**src/rtl/fifo_ring.sv**
```systemverilog
// fifo_ring: circular-buffer FIFO with show-ahead head word, occupancy level and
// programmable almost-full/almost-empty flags. Define FIFO_RING_ERR_FLAGS_EN for sticky overflow/underflow flags.
module fifo_ring #(
  parameter int data_width         = 32,
  parameter int size               = 32,
  parameter int almost_full_level  = size - 4,
  parameter int almost_empty_level = 4,
  localparam int LW = $clog2(size + 1),
  localparam int PW = $clog2(size)
) (
  input  logic                  clk,
  input  logic                  reset,
  input  logic [data_width-1:0] data_in,
  input  logic                  insert,
  input  logic                  next,
  input  logic                  clear,
  output logic [data_width-1:0] data_out,
  output logic                  full,
  output logic                  empty,
  output logic                  almost_full,
  output logic                  almost_empty,
  output logic [LW-1:0]         level,
  output logic                  overflow,
  output logic                  underflow
);

  logic [data_width-1:0] mem [size];
  logic [PW-1:0]         wr_ptr_r;
  logic [PW-1:0]         rd_ptr_r;
  logic [LW-1:0]         level_r;
  logic                  full_s;
  logic                  empty_s;
  logic                  push_s;
  logic                  pop_s;

  // Wrap explicitly at size-1 so non-power-of-two depths work.
  function automatic logic [PW-1:0] ptr_inc(input logic [PW-1:0] ptr);
    logic [PW-1:0] res;
    if (ptr == PW'(size - 1)) begin
      res = {PW{1'b0}};
    end else begin
      res = ptr + PW'(1);
    end
    return res;
  endfunction

  assign full_s  = (level_r == LW'(size));
  assign empty_s = (level_r == {LW{1'b0}});

  // Effective push/pop; reset and clear swallow any request in the same cycle.
  always_comb begin
    push_s = 1'b0;
    pop_s  = 1'b0;
    if (reset || clear) begin
      push_s = 1'b0;
      pop_s  = 1'b0;
    end else begin
      push_s = insert && (!full_s || next);
      pop_s  = next && !empty_s;
    end
  end

  // Storage write; contents survive reset and clear.
  always_ff @(posedge clk) begin
    if (push_s) begin
      mem[wr_ptr_r] <= data_in;
    end
  end

  // Pointer and occupancy registers.
  always_ff @(posedge clk) begin
    if (reset || clear) begin
      wr_ptr_r <= {PW{1'b0}};
      rd_ptr_r <= {PW{1'b0}};
      level_r  <= {LW{1'b0}};
    end else begin
      if (push_s) begin
        wr_ptr_r <= ptr_inc(wr_ptr_r);
      end
      if (pop_s) begin
        rd_ptr_r <= ptr_inc(rd_ptr_r);
      end
      case ({push_s, pop_s})
        2'b10:   level_r <= level_r + LW'(1);
        2'b01:   level_r <= level_r - LW'(1);
        default: level_r <= level_r;
      endcase
    end
  end

`ifdef FIFO_RING_ERR_FLAGS_EN
  logic overflow_r;
  logic underflow_r;

  // Sticky error flags: a dropped request leaves FIFO state untouched.
  always_ff @(posedge clk) begin
    if (reset || clear) begin
      overflow_r  <= 1'b0;
      underflow_r <= 1'b0;
    end else begin
      if (insert && full_s && !next) begin
        overflow_r <= 1'b1;
      end
      if (next && empty_s && !insert) begin
        underflow_r <= 1'b1;
      end
    end
  end

  assign overflow  = overflow_r;
  assign underflow = underflow_r;
`else
  assign overflow  = 1'b0;
  assign underflow = 1'b0;
`endif

  assign data_out     = empty_s ? {data_width{1'b0}} : mem[rd_ptr_r];
  assign full         = full_s;
  assign empty        = empty_s;
  assign almost_full  = (level_r >= LW'(almost_full_level));
  assign almost_empty = (level_r <= LW'(almost_empty_level));
  assign level        = level_r;

endmodule

```
**config.mk**
```make
export PLATFORM = sky130hd
export DESIGN_NAME = fifo_ring
export DESIGN_NICKNAME = d
export VERILOG_FILES = /design/src/rtl/fifo_ring.sv
export SDC_FILE = /design/constraint.sdc
export NUM_CORES = 1
export LEC_CHECK = 0
export CORE_MARGIN = 1
export CORE_UTILIZATION = 40
export DETAILED_ROUTE_END_ITERATION = 12
export PLACE_DENSITY = 0.66
export SYNTH_ARGS = -nofsm -noshare
export SYNTH_HDL_FRONTEND = slang
export SYNTH_SLANG_ARGS = --single-unit
export TNS_END_PERCENT = 10
```
**constraint.sdc**
```tcl
create_clock -name clk -period 5.55 [get_ports clk]
set_input_delay 1.11 -clock clk [delete_from_list [all_inputs] [get_ports clk]]
set_output_delay 1.11 -clock clk [all_outputs]
set_load 0.02 [all_outputs]
```
==> impl_metrics.tcl <==
set metrics [dict create \
    synth-edff-count 1024 \
    start_kind "register" \
    cts-root-buf "clkbuf_16" \
    cts_buffers 99 \
    cts_tree "yes" \
    die_h_um 317 \
    rsz0062_at_grt "false" \
    routabilityCongestion 0.820 \
    num_rows 115 \
    boundaryPins 81 \
    overflow 0 \
    async_reset_ff_frac 0 \
    reg2reg_slack_ns 2.03 \
    grt_use_total 0.177 \
    postCtsSetupBuffers 0 \
    setup_violations 0 \
    worst_ep_arrival_time_ns 3.96 \
    maxSlewHeadroom 0.128 \
    drtPass1Iterations 5 \
    synth_cell_types 46 \
    timing.fmax_mhz 197 \
    drt_wl_total_mm 89.4 \
    tns_ns 0 \
    holdBufCountCts 0 \
    crit_type "register to output port" \
    slowest_delay_ns 0.76 \
    drtIter0Drc 1954 \
    areaGrowthSynthToFinish_pct 15.1 \
    start_util 0.404 \
    io_buffers 78 \
    cts_sinks 1045 \
    critPathCapture "data_out[5]" \
    syn_avg_cell_area_um2 22.2 \
    rr_worst_depth 10 \
    drv_cap 0 \
    ctsResizeCount 0 \
    status "finished, final reports clean" \
    peakVddDrop_mv 0.258 \
    wl_per_cell_um 27.1 \
    drv_slew 0 \
    rr_endpoint "level[4]" \
    final_antenna_net_count 0 \
    finClkSkew_ns 0.0340 \
    grt_first_pass_wirelength_mm 132 \
    syn_area_um2 39800 \
    cts_buffer_depth 3 \
    yosysWarnings 0 \
    path_cells "or4_4 -> nor3_1 -> nor2b_4 -> buf_4 -> a22o_1 -> clkdlybuf4s50_1" \
    critPathSlowestCell "nor3_1" \
    worstPathRequired_ns 4.44 \
    worstMarginPinSlew_ns 1.30 \
    clk_pin_slew_ns 0.06 \
    critPathCaptureType "output port" \
    fp.dieW_um 317 \
    p_per_area_nw_per_um2 334 \
    p_total_w 0.0153 \
    vias_per_cell 5.74 \
    worstHoldPathType "register to register" \
    fin_crit_ns 5.07 \
    startpoint "level[2]" \
    fillers 8059 \
    die_area_um2 101000 \
    grt_pass1_vias 19800 \
    routed-via-count 18900 \
    hold_viol 0 \
    crit_family "simple AND/OR/NAND/NOR gates" \
    antenna_found_initial 3 \
    syn_inst 1792 \
    crit_path_max_fanout 20 \
    synth_seq_area_share 0.783 \
    synthFlopType "edfxtp_1" \
    design.core.area_um2 98400 \
    clk_latency_ns 0.65 \
    fin_crit_sh 0.913 \
    drive_above_1_share 0.249 \
    path_depth 6 \
    p_leak_nw 13.7 \
    reg2reg_from "level[2]" \
    crit_buf_inv 2 \
    htreeDepth 3 \
    hpwl_mm 50.9 \
    drc_errors 0 \
    final_net_count 1973 \
    grt_max_degree 65 \
    ys_seq_elements 1045 \
]
## stage by stage
stage / hold WS [ns] / util / instances / setup slack (ns) / area (µm²)
after floorplan: 0.488 / - / 1793 / 1.94 / 39800
after global placement: 0.511 / 0.434 / 3113 / 1.24 / 42700
after detailed placement: 0.546 / 0.434 / 3113 / 1.17 / 42700
after CTS: 0.557 / 0.466 / 3295 / 0.431 / 45800
after global routing: 0.596 / 0.466 / 3295 / 0.416 / 45800
final: 0.559 / 0.466 / 3296 / 0.480 / 45800
## worst min path at each step
| stage | cells after the start | slack [ns] | to | start |
|---|---|---|---|---|
| after CTS | 2 | 0.56 | register | rd_ptr_r[4] |
| final | 2 | 0.56 | rd_ptr_r[3] | rd_ptr_r[3] |
| after global placement | 2 | 0.51 | rd_ptr_r[3] | rd_ptr_r[3] |
| after floorplan | 2 | 0.49 | register | rd_ptr_r[3] |
| after detailed placement | 2 | 0.55 | register | rd_ptr_r[4] |
| after global routing | 2 | 0.60 | register | rd_ptr_r[4] |
## cells in the mapped netlist, types with 2 or more instances
| cell | n | area [µm²] |
|---|---|---|
| xor2_1 | 2 | 17.5 |
| edfxtp_1 | 1024 | 30700 |
| nand2_1 | 75 | 282 |
| or3_1 | 4 | 25.0 |
| nor3_1 | 5 | 25.0 |
| and3_1 | 2 | 12.5 |
| nand3b_1 | 4 | 30.0 |
| or4b_2 | 2 | 20.0 |
| o21a_1 | 3 | 22.5 |
| buf_1 | 11 | 41.3 |
| clkbuf_1 | 60 | 225 |
| o211a_1 | 2 | 20.0 |
| nand3_1 | 5 | 25.0 |
| dfxtp_1 | 21 | 420 |
| nor2_1 | 57 | 214 |
| a22o_1 | 32 | 280 |
| mux4_2 | 256 | 5770 |
| or2_2 | 2 | 12.5 |
| ha_1 | 9 | 113 |
| nor4b_1 | 2 | 17.5 |
| a21oi_1 | 12 | 60.1 |
| nor2b_1 | 3 | 18.8 |
| mux2i_1 | 4 | 40.0 |
| buf_2 | 31 | 155 |
| a21o_1 | 2 | 15.0 |
| buf_4 | 2 | 15.0 |
| a31oi_1 | 3 | 18.8 |
| o21ai_0 | 6 | 30.0 |
| inv_1 | 4 | 15.0 |
| a22oi_1 | 131 | 983 |
## routing by layer
layer / track usage / vias to the layer above / part of all wire / wire length (µm)
met2: 0.297 / 751 / 0.50 / 44800
met3: 0.0302 / 120 / 0.072 / 6430
met4: 0.0526 / 6 / 0.021 / 1900
met1: 0.239 / 10100 / 0.41 / 36200
li1: - / 7896 / - / -
met5: 0 / - / 0.00049 / 44
## cell type report
type,count,area [µm²],area share
diodes,1,2.50,0.0000546
clock buffers,121,2600,0.0568
clock inverters,61,495,0.0108
inverters,4,15.0,0.000328
multi-input cells,639,8460,0.185
flip-flops and latches,1045,31200,0.680
well taps,1287,1610,0.0351
repair buffers,138,1460,0.0318
## worst reg2reg max path, stage by stage, from the launching register on
cell,delay (ns)
dfxtp_1,0.45
or4b_2,0.74
o311a_1,0.43
inv_1,0.23
ha_1,0.36
xor2_1,0.14
ha_1,0.26
a21o_1,0.18
o211a_1,0.21
or3_1,0.31
a21oi_1,0.15
## sequential cells by signal, summed over array words and instances (netlist names), named ones only
register / count
level: 6
mem: 1024
rd_ptr_r: 5
wr_ptr_r: 5
## where the power goes
part           switching, W  leakage [nW]  internal [W]
clock network       0.00282          1.51       0.00358
registers        0.00000352          9.38       0.00867
logic              0.000169          2.82     0.0000645
## cells by family (layout without fill, tap and decap cells)
kind of cell	Yosys count	after routing	share of synthesized area
xor gates and xnor gates	3	3	0.000660
DFF	1045	1045	0.783
other	1	3	0.0000942
buffers and inverters	109	324	0.0116
muxes	260	260	0.146
AOI/OAI and AO/OA	198	198	0.0376
adders and majority gates	9	9	0.00283
and+or+nand+nor	167	167	0.0184
## layout by cell type, fill, tap and decap left out, types with 6 or more instances in the layout
cell type | Yosys | layout
a22o_1 | 32 | 32
buf_4 | 2 | 42
buf_12 | 0 | 18
a22oi_1 | 131 | 131
clkinv_2 | 0 | 19
clkdlybuf4s50_1 | 0 | 78
edfxtp_1 | 1024 | 1024
clkbuf_1 | 60 | 20
clkinv_1 | 0 | 26
ha_1 | 9 | 9
nand2_1 | 75 | 75
dfxtp_1 | 21 | 19
mux4_2 | 256 | 256
a21oi_1 | 12 | 12
clkbuf_16 | 0 | 101
o21ai_0 | 6 | 6
nor2_4 | 0 | 34
nor2_1 | 57 | 23
Power figures use the tool's default switching activity.
